**config.mk**
```make
export PLATFORM = sky130hd
export DESIGN_NAME = div_const
export DESIGN_NICKNAME = d
export VERILOG_FILES = /design/src/rtl/div_const.sv
export SDC_FILE = /design/constraint.sdc
export NUM_CORES = 1
export LEC_CHECK = 0
export ABC_AREA = 1
export CELL_PAD_IN_SITES_DETAIL_PLACEMENT = 1
export CELL_PAD_IN_SITES_GLOBAL_PLACEMENT = 1
export CORE_MARGIN = 8
export CORE_UTILIZATION = 42
export DETAILED_ROUTE_END_ITERATION = 8
export PLACE_DENSITY = 0.91
export SYNTH_ARGS = -nofsm -noshare
export SYNTH_HDL_FRONTEND = slang
export SYNTH_SLANG_ARGS = --single-unit
```
**constraint.sdc**
```tcl
create_clock -name clk -period 2.8 [get_ports clk]
set_input_delay 0.56 -clock clk [delete_from_list [all_inputs] [get_ports clk]]
set_output_delay 0.56 -clock clk [all_outputs]
set_load 0.05 [all_outputs]
```
**src/rtl/div_const.sv**
```systemverilog
// Sequential signed fixed-point divider: outp = inp / const_in, one quotient bit per cycle.
// Restoring division on magnitudes, then sign fix, truncation toward zero and saturation.
module div_const #(
  parameter int CONSTS_WHOLE = 8,
  parameter int CONSTS_FRAC  = 40,
  parameter int IN_WHOLE     = 20,
  parameter int IN_FRAC      = 40,
  parameter int OUT_WHOLE    = 20,
  parameter int OUT_FRAC     = 40
) (
  input  logic                             clk,
  input  logic                             rst,
  input  logic [IN_WHOLE+IN_FRAC-1:0]      inp,
  input  logic [CONSTS_WHOLE+CONSTS_FRAC-1:0] const_in,
  input  logic                             arm,
  output logic [OUT_WHOLE+OUT_FRAC-1:0]    outp,
  output logic                             finished,
  output logic                             div_zero,
  output logic                             overflow
);
  localparam int IW   = IN_WHOLE + IN_FRAC;
  localparam int CW   = CONSTS_WHOLE + CONSTS_FRAC;
  localparam int OW   = OUT_WHOLE + OUT_FRAC;
  localparam int SH   = CONSTS_FRAC + OUT_FRAC - IN_FRAC;
  localparam int Q    = IW + SH;
  localparam int CNTW = $clog2(Q + 1);
  localparam int W    = ((Q > OW) ? Q : OW) + 1;

  if (CONSTS_FRAC + OUT_FRAC < IN_FRAC) begin : g_bad_frac
    $error("div_const: CONSTS_FRAC+OUT_FRAC must be >= IN_FRAC");
  end

  typedef enum logic [1:0] {IDLE, CALC, FIX, DONE} state_t;

  state_t          state_q, state_d;
  logic [Q-1:0]    dvd_q, dvd_d;
  logic [Q-1:0]    quot_q, quot_d;
  logic [CW-1:0]   dsr_q, dsr_d;
  logic [CW-1:0]   rem_q, rem_d;
  logic [CNTW-1:0] cnt_q, cnt_d;
  logic            neg_q, neg_d;
  logic            dz_q, dz_d;
  logic [OW-1:0]   outp_q, outp_d;
  logic            fin_q, fin_d;
  logic            dzf_q, dzf_d;
  logic            ovf_q, ovf_d;

  logic [IW-1:0]   in_mag;
  logic [CW-1:0]   c_mag;
  logic [CW:0]     trial, diff;
  logic            ge;
  logic [W-1:0]    mag_ext, pos_max, neg_lim, neg_val;
  logic [OW-1:0]   max_out, min_out, fix_out;
  logic            fix_ovf;

  // Magnitudes are unsigned at full width, so the most-negative input is exact.
  assign in_mag  = inp[IW-1] ? IW'(-inp) : inp;
  assign c_mag   = const_in[CW-1] ? CW'(-const_in) : const_in;

  assign trial   = {rem_q, dvd_q[Q-1]};
  assign ge      = (trial >= {1'b0, dsr_q});
  assign diff    = trial - {1'b0, dsr_q};

  assign max_out = {1'b0, {(OW-1){1'b1}}};
  assign min_out = {1'b1, {(OW-1){1'b0}}};
  assign mag_ext = W'(quot_q);
  assign pos_max = W'(max_out);
  assign neg_lim = pos_max + W'(1);
  assign neg_val = -mag_ext;

  always_comb begin
    fix_out = '0;
    fix_ovf = 1'b0;
    if (dz_q) begin
      if (dvd_q == '0) begin
        fix_out = '0;
      end else begin
        fix_out = neg_q ? min_out : max_out;
        fix_ovf = 1'b1;
      end
    end else if (neg_q) begin
      if (mag_ext > neg_lim) begin
        fix_out = min_out;
        fix_ovf = 1'b1;
      end else begin
        fix_out = neg_val[OW-1:0];
      end
    end else begin
      if (mag_ext > pos_max) begin
        fix_out = max_out;
        fix_ovf = 1'b1;
      end else begin
        fix_out = mag_ext[OW-1:0];
      end
    end
  end

  always_comb begin
    state_d = state_q;
    dvd_d   = dvd_q;
    quot_d  = quot_q;
    dsr_d   = dsr_q;
    rem_d   = rem_q;
    cnt_d   = cnt_q;
    neg_d   = neg_q;
    dz_d    = dz_q;
    outp_d  = outp_q;
    dzf_d   = dzf_q;
    ovf_d   = ovf_q;
    fin_d   = (state_q == DONE) && arm;
    case (state_q)
      IDLE: begin
        if (arm) begin
          dvd_d   = Q'(in_mag) << SH;
          dsr_d   = c_mag;
          neg_d   = inp[IW-1] ^ const_in[CW-1];
          dz_d    = (const_in == '0);
          rem_d   = '0;
          quot_d  = '0;
          cnt_d   = CNTW'(Q - 1);
          state_d = (const_in == '0) ? FIX : CALC;
        end
      end
      CALC: begin
        if (!arm) begin
          state_d = IDLE;
        end else begin
          dvd_d  = dvd_q << 1;
          rem_d  = ge ? diff[CW-1:0] : trial[CW-1:0];
          quot_d = (quot_q << 1) | Q'(ge);
          cnt_d  = cnt_q - CNTW'(1);
          if (cnt_q == '0) state_d = FIX;
        end
      end
      FIX: begin
        if (!arm) begin
          state_d = IDLE;
        end else begin
          outp_d  = fix_out;
          dzf_d   = dz_q;
          ovf_d   = fix_ovf;
          state_d = DONE;
        end
      end
      DONE: begin
        if (!arm) state_d = IDLE;
      end
      default: state_d = IDLE;
    endcase
  end

  always_ff @(posedge clk) begin
    if (rst) begin
      state_q <= IDLE;
      dvd_q   <= '0;
      quot_q  <= '0;
      dsr_q   <= '0;
      rem_q   <= '0;
      cnt_q   <= '0;
      neg_q   <= 1'b0;
      dz_q    <= 1'b0;
      outp_q  <= '0;
      fin_q   <= 1'b0;
      dzf_q   <= 1'b0;
      ovf_q   <= 1'b0;
    end else begin
      state_q <= state_d;
      dvd_q   <= dvd_d;
      quot_q  <= quot_d;
      dsr_q   <= dsr_d;
      rem_q   <= rem_d;
      cnt_q   <= cnt_d;
      neg_q   <= neg_d;
      dz_q    <= dz_d;
      outp_q  <= outp_d;
      fin_q   <= fin_d;
      dzf_q   <= dzf_d;
      ovf_q   <= ovf_d;
    end
  end

  assign outp     = outp_q;
  assign finished = fin_q;
  assign div_zero = dzf_q;
  assign overflow = ovf_q;
endmodule
```
==> results of run 1 <==
## state kept, by name (all words and copies together), names as in the netlist
signal and count:
state_q 2, div_zero 1, overflow 1, dsr_q 48, finished 1, cnt_q 7
dz_q 1, dvd_q 60, quot_q 100, neg_q 1, outp 60, rem_q 48
## worst max-delay path, stage by stage (launching register included)
cell,delay [ps]
dfxtp_1,360
inv_1,140
ha_1,390
nand2_1,130
nor2_1,190
inv_2,90
nor2_1,160
nand2_1,80
clkinv_1,70
nand4_2,120
nand3_2,140
buf_12,180
buf_4,210
nand2_1,70
nand3_1,90
a21oi_1,80
## synth_stat cells, types with 48 or more instances
| library cell | count | area, µm² |
|---|---|---|
| nand4_1 | 88 | 551 |
| a21oi_1 | 368 | 1840 |
| nor3_1 | 48 | 240 |
| nand3b_1 | 48 | 360 |
| nand3_1 | 261 | 1310 |
| clkbuf_1 | 126 | 473 |
| o21ai_0 | 199 | 996 |
| nand2_1 | 1355 | 5090 |
| dfxtp_1 | 330 | 6610 |
| xor2_1 | 64 | 561 |
| nor2_1 | 370 | 1390 |
| ha_1 | 53 | 663 |
| inv_1 | 449 | 1690 |
## routing by layer
metal	part of all wire, %	wire length (µm)	vias up
met3	4.7	4470	217
met2	49	46100	784
met5	0	0	-
li1	-	-	13300
met1	42	40100	13600
met4	4.3	4030	0
## stage by stage
step / instances / total power [mW]
after global placement: 4905 / 7.96
after floorplan: 4039 / 6.94
after detailed placement: 4905 / 8.05
after CTS: 4977 / 13.5
final: 4977 / 13.5
after global routing: 4977 / 14.0
## final cells by class
class / count / area [µm²] / area share, %
tap: 756 / 946 / 3.38
timing repair buffer: 286 / 2730 / 9.72
multi-input combinational: 3066 / 14600 / 52.2
inverter: 467 / 1760 / 6.27
sequential: 330 / 6610 / 23.6
clock buffer: 55 / 1150 / 4.09
clock inverter: 17 / 214 / 0.763
## logic make-up (layout without fill, tap and decap cells)
kind of cell	Yosys count	after routing	synth area share [%]
xor+xnor	103	103	3.81
simple gates	2243	2243	39.9
compound gates	666	666	14.8
fa+ha+maj	54	54	2.88
flops	330	330	27.9
buf+inv	643	825	10.7
## report_power, final
part | leakage [nW] | internal (mW) | switching (mW)
Clock | 0.651 | 3.11 | 2.36
Sequential | 2.68 | 4.90 | 0.140
Combinational | 9.54 | 0.935 | 2.06
## worst paths after layout
path	start	endpoint	slack, ps	cells past startpoint
setup / recovery	dsr_q[26]	rem_q[6]	130	15
hold reg to reg	dsr_q[43]	dsr_q[43]	470	2
hold / removal	rst	quot_q[26]	340	2
setup reg to reg	dsr_q[26]	rem_q[6]	130	15
==> impl_metrics.toml, run 1 <==
[cts]
cts_made_buffers = 40
postCtsSetupBuffers = 0
cts_tree = "yes"
path_clk_slew_ps = 70
clk_latency_ps = 600
cts_hold_buf = 0
cts_max_path_buffers = 3
cts_resized = 0
h-tree-depth = 2
cts.root.buffer_cell = "clkbuf_16"
cts_num_sinks = 330

[pwr]
p_leak_nw = 12.9
vdd_drop_max_mv = 0.384
power.density_mw_per_mm2 = 482

[drt]
first_iter_violations = 1886
vias = 27900
wl_per_cell_um = 19.0
drt_first_pass_iters = 5
remaining_drc_errors = 0
vias_per_cell = 5.60
ant_nets = 0
wl_um = 94800

[logic_synthesis]
yosys_warnings = 0
synth-seq-area-share_pct = 27.9
synth_edf_count = 0
synth_nets = 4204
synth_cells = 4039
syn-mean-instance-area_um2 = 5.87
ys_types = 52
async_flop_share_pct = 0
synthesis.area_mm2 = 0.0237
ys_seq_elements = 330
synth-main-ff-cell = "dfxtp_1"

[timing]
whs_ps = 340
setup_viol = 0
fmax_ghz = 0.375
fin_ws_ps = 130
slew_violations = 0
final.setup.tns_ps = 0
max_slew.worst_pin.slew_ps = 744
hold_viol = 0
clock_skew_ps = 36.0
period_share_pct = 95.4
min_period_ps = 2670
maxSlewHeadroom_pct = 50.4

[die]
rows = 87
start_util_pct = 42.3
core-area_mm2 = 0.0561
chipHeight_um = 254
fp.dieW_um = 254
ios = 174
die_area_mm2 = 0.0643

[grt]
grt.busiest_layer = "met2"
met3_usage_pct = 3.45
use_met1_pct = 35.0
antenna_found_initial = 0
grt_pass1_wl_um = 152000
grt_pass1_vias = 28700
grt_overflow_total = 0
track_usage_pct = 28.8
use_met2_pct = 50.9
grt_max_degree = 145

[cells_and_area]
layout.nets = 4356
diodes = 0
nFillCells = 7793
drive_gt1_share_pct = 5.92
final_core_util_pct = 50.0
final_area_mm2 = 0.0280
final_common_cell = "nand2_1"
layout_common_cells = "1,354 x nand2_1, 448 x inv_1, 367 x a21oi_1, 367 x nor2_1, 329 x dfxtp_1"
syn_to_final_growth_pct = 18.3

[critical_path]
endpoint_kind = "flip-flop"
cp_max_fo = 20
required_ps = 3230
arrival_ps = 3100
worstSetupStartpointType = "flip-flop"
critPathKind = "flip-flop to flip-flop"

[place]
gp_routability_congestion = 1.01
place_area_mm2 = 0.0266
pre_cts_ws_ps = -106
port_buffers = 173
dp_hpwl_um = 71100

[job]
cap_viol_max_count = 0

[worst_hold_path]
hold_path.class = "input port to flip-flop"

[status]
status = "completed"
No activity file was read; power rests on OpenSTA's default activity.
==> run 2: changes to the inputs <==
--- a/config.mk
+++ b/config.mk
@@ -5,13 +5,14 @@
 export SDC_FILE = /design/constraint.sdc
 export NUM_CORES = 1
 export LEC_CHECK = 0
-export ABC_AREA = 1
+export ABC_AREA = 0
 export CELL_PAD_IN_SITES_DETAIL_PLACEMENT = 1
 export CELL_PAD_IN_SITES_GLOBAL_PLACEMENT = 1
 export CORE_MARGIN = 8
-export CORE_UTILIZATION = 42
+export CORE_UTILIZATION = 44
 export DETAILED_ROUTE_END_ITERATION = 8
 export PLACE_DENSITY = 0.91
+export SKIP_LAST_GASP = 1
 export SYNTH_ARGS = -nofsm -noshare
 export SYNTH_HDL_FRONTEND = slang
 export SYNTH_SLANG_ARGS = --single-unit
==> run 2 against run 1 <==
The flow now stops in global routing. Synthesized area decreased by 18%. Synthesized cell count is 38% lower.
==> impl_metrics.toml, run 2 <==
[status]
status = "stopped before the end"
lastStage = "global routing"
tool.error = "[ERROR GRT-0232] Routing congestion too high. Check the congestion heatmap in the GUI."

[logic_synthesis]
synth_compound_area_share_pct = 27.2
synth-seq-area-share_pct = 34.2
yosys_warnings = 0
synth-main-ff-cell = "dfxtp_1"
synthesis.area_mm2 = 0.0193
synth_most_common_cell = "nor2_1"
ys_seq_elements = 330
synth_edf_count = 0
synthAdderAreaFrac_pct = 3.54
synth_area_leaders = "dfxtp_1 34%, nor2_1 6.7%, xor2_1 5.0%"
yosysTopAreaCell = "dfxtp_1"
yosys.area_share.simple_pct = 19.3
synth_top_area_share_pct = 34.2
ys_types = 76
async_flop_share_pct = 0
synth_nets = 2658
synth_cells = 2493
synth_xor_area_share_pct = 6.80
synth_top_cells_by_count = "346 x nor2_1, 330 x dfxtp_1, 185 x a21oi_1"
synth_top_family_by_area = "compound AO/OA/AOI/OAI gates"
syn-mean-instance-area_um2 = 7.75
synth_mux_area_share_pct = 2.74

[cts]
cts.root.buffer_cell = "clkbuf_16"
cts_made_buffers = 40
cts_max_path_buffers = 3
cts_num_sinks = 330
cts_hold_buf = 0
h-tree-depth = 2

[die]
ios = 174
chipHeight_um = 226
start_util_pct = 44.7
rows = 76
fp.dieW_um = 226

[place]
gp_routability_congestion = 0.916
dp.cells = 3465
pre_cts_ws_ps = -1710
dp_hpwl_um = 58700
port_buffers = 173

[grt]
grt_overflow_total = 1196
track_usage_pct = 87.3
grt_max_degree = 122

[timing]
worst_endpoint_kind = "sequential cell input"
postGrtWorstEndpoint = "dz_q$_SDFFE_PP0P_/D"
run 2: changes by cell type after synthesis, moves of 43 or more:
cell and delta:
nand3_1 -234, a221oi_1 +60, mux2i_1 +45, nand2_1 -1178, a211oi_1 +47, xor2_1 +47, a21oi_1 -183, inv_1 -318
o31ai_1 +60, a22oi_1 +100, nand3b_1 -46, o21ai_0 -43, nand4_1 -63
run 2: cells by family after synthesis:
kind of cell             count (synthesis)
adder cells (fa/ha/maj)                 54
AND/OR/NAND/NOR                        801
flip-flops                             330
multiplexers                            52
buffers and inverters                  316
XOR/XNOR                               150
AO/OA/AOI/OAI                          790
run 2: timing repair:
action / 4_1_cts
endpoints found under the setup margin: 157
resized for setup: 429
pin swaps: 161
setup buffers: 75
cloned: 5
run 2: layer usage:
metal | track usage [%] | overflow
met5 | 49.1 | 5
met4 | 94.3 | 432
met3 | 78.6 | 32
met2 | 99.6 | 703
met1 | 83.2 | 24
run 2: per-stage QoR:
stage	area, µm²	hold slack, ps
2_1_floorplan	19900	440
3_3_place_gp	24800	449
3_5_place_dp	24800	453
4_1_cts	28500	447
==> run 3: changes to the inputs <==
--- a/config.mk
+++ b/config.mk
@@ -6,12 +6,10 @@
 export NUM_CORES = 1
 export LEC_CHECK = 0
 export ABC_AREA = 0
-export CELL_PAD_IN_SITES_DETAIL_PLACEMENT = 1
-export CELL_PAD_IN_SITES_GLOBAL_PLACEMENT = 1
 export CORE_MARGIN = 8
-export CORE_UTILIZATION = 44
+export CORE_UTILIZATION = 30
 export DETAILED_ROUTE_END_ITERATION = 8
-export PLACE_DENSITY = 0.91
+export PLACE_DENSITY_LB_ADDON = 0.15
 export SKIP_LAST_GASP = 1
 export SYNTH_ARGS = -nofsm -noshare
 export SYNTH_HDL_FRONTEND = slang
==> run 3 against run 2 <==
The flow now finishes, with violations (negative setup slack). Synthesized cell count unchanged. Synthesized area did not move.
==> impl_metrics.toml, run 3 <==
[status]
status = "complete, but fails checks"
violations = "negative setup slack"

[worst_hold_path]
hp-start = "rst"
hold_path.class = "input port to flip-flop"
holdPathStages = 2
worstHoldEndpoint = "dvd_q[67]"

[logic_synthesis]
synth_edf_count = 0
syn-mean-instance-area_um2 = 7.75
synth_top_area_share_pct = 34.2
ys_types = 76
async_flop_share_pct = 0
ys_seq_elements = 330
yosys_warnings = 0
synth_most_common_cell = "nor2_1"
synth-seq-area-share_pct = 34.2
synth_area_leaders = "dfxtp_1 34%, nor2_1 6.7%, xor2_1 5.0%"
synth-main-ff-cell = "dfxtp_1"
synth_cells = 2493
yosysTopAreaCell = "dfxtp_1"
synth_top_cells_by_count = "346 x nor2_1, 330 x dfxtp_1, 185 x a21oi_1"
synthesis.area_mm2 = 0.0193
synth_nets = 2658

[die]
die_area_mm2 = 0.0728
chipHeight_um = 270
start_util_pct = 30.2
core-area_mm2 = 0.0640
fp.dieW_um = 270
ios = 174
rows = 93

[cells_and_area]
syn_to_final_growth_pct = 50.4
final_core_util_pct = 45.4
final_common_cell = "buf_4"
drive_gt1_share_pct = 28.8
largest_reg_flops = 100
regMostFlops = "quot_q"
diodes = 0
layout_common_cells = "435 x buf_4, 334 x nor2_1, 313 x dfxtp_1"
layout.nets = 3187

[drt]
wl_um = 69200
ant_nets = 0
first_iter_violations = 1084
remaining_drc_errors = 0
vias = 20400
vias_per_cell = 5.23
wl_per_cell_um = 17.7
drt_first_pass_iters = 5

[pwr]
vdd_drop_max_mv = 0.449
p_leak_nw = 11.3
power.density_mw_per_mm2 = 451
finalPower_mw = 13.1

[timing]
period_share_pct = 128
final.setup.tns_ps = -30950
whs_ps = 361
slew_violations = 0
maxSlewHeadroom_pct = 18.3
min_period_ps = 3580
fin_ws_ps = -778
max_slew.worst_pin.slew_ps = 1220
rsz0062_at_grt = "true"
hold_viol = 0
fmax_ghz = 0.279
setup_viol = 119
clock_skew_ps = 29.2

[grt]
grt_overflow_total = 0
grt_pass1_wl_um = 109000
antenna_found_initial = 1
grt_pass1_vias = 20300
track_usage_pct = 17.9
grt_max_degree = 98

[critical_path]
startpoint = "const_in[20]"
cp_max_fo = 2
required_ps = 3300
critPathKind = "input port to flip-flop"
reg2regPathDepth = 10
worstSetupStartpointType = "input port"
reg2reg_to = "outp[49]"
arrival_ps = 4080
r2r_slack_ps = -500
regToRegStartpoint = "quot_q[34]"
endpoint_kind = "flip-flop"

[cts]
cts_made_buffers = 42
path_clk_slew_ps = 60
cts_max_path_buffers = 3
cts_num_sinks = 330
cts.root.buffer_cell = "clkbuf_16"
cts_tree = "yes"
h-tree-depth = 2
cts_hold_buf = 0
clk_latency_ps = 590

[place]
dp_hpwl_um = 49000
gp_routability_congestion = 0.845
port_buffers = 173

[job]
cap_viol_max_count = 0
-- run 3: cell counts after synthesis --
No cell type changed its count.
-- run 3: worst max-delay path by stage --
stage / endpoint / slack (ps) / depth (start not counted)
global placement: dz_q / -1690 / 11
finish: dz_q / -780 / 11
floorplan: dz_q / -1080 / 10
global route: dsr_q[43] / -810 / 11
CTS: dz_q / -1040 / 11
detailed placement: dz_q / -1680 / 11
-- run 3: repair_timing --
| action | in CTS | in global routing |
|---|---|---|
| buffers inserted | 37 | 31 |
| resized for setup | 268 | 157 |
| pin swaps | 100 | 118 |
| gates cloned | 7 | 0 |
| setup endpoints to repair | 145 | 156 |
-- run 3: layout make-up --
| type | count | area [µm²] |
|---|---|---|
| Multi-Input combinational cell | 1848 | 13400 |
| Clock inverter | 12 | 198 |
| Fill cell | 6258 | 35000 |
| Inverter | 132 | 500 |
| Clock buffer | 62 | 1290 |
| Tap cell | 855 | 1070 |
| Timing Repair Buffer | 668 | 5970 |
| Sequential cell | 330 | 6630 |
-- run 3: worst max-delay path: stages --
cell	delay, ps
buf_6	90
or4_4	530
or3_4	340
or4_4	420
or2_1	250
or2_4	270
or3_4	350
or4_4	480
or4_4	450
or2_1	240
a21oi_2	100
-- run 3: power breakdown --
part	internal, mW	switching, mW	leakage, nW
registers	4.86	0.126	2.69
clock network	3.48	2.23	0.728
logic	1.08	1.32	7.92
total	9.42	3.67	11.3
-- run 3: cell families after synthesis --
| family | share of synthesized area, % |
|---|---|
| and+or+nand+nor | 19.3 |
| AOI/OAI and AO/OA | 27.2 |
| DFF | 34.2 |
| buffers and inverters | 6.26 |
| xor gates and xnor gates | 6.80 |
| adders and majority gates | 3.54 |
| muxes | 2.74 |
-- run 3: per-stage QoR --
stage	area, µm²	instances	worst slack (ps)
6_report	29000	3907	-778
5_1_grt	29000	3907	-810
4_1_cts	28100	3886	-1040
3_5_place_dp	25300	3769	-1680
3_3_place_gp	25300	3769	-1690
2_1_floorplan	19900	2493	-1080
-- run 3: layer usage --
layer  GRT usage [%]  share of wire (%)  up-vias  wire length (µm)
met2            31.3                 49      395             33900
met4            6.20                3.1        2              2170
met1            22.1                 44     9778             30300
met5               0              0.016        -                11
met3            2.69                4.0      120              2780
li1                -                  -    10100                 -
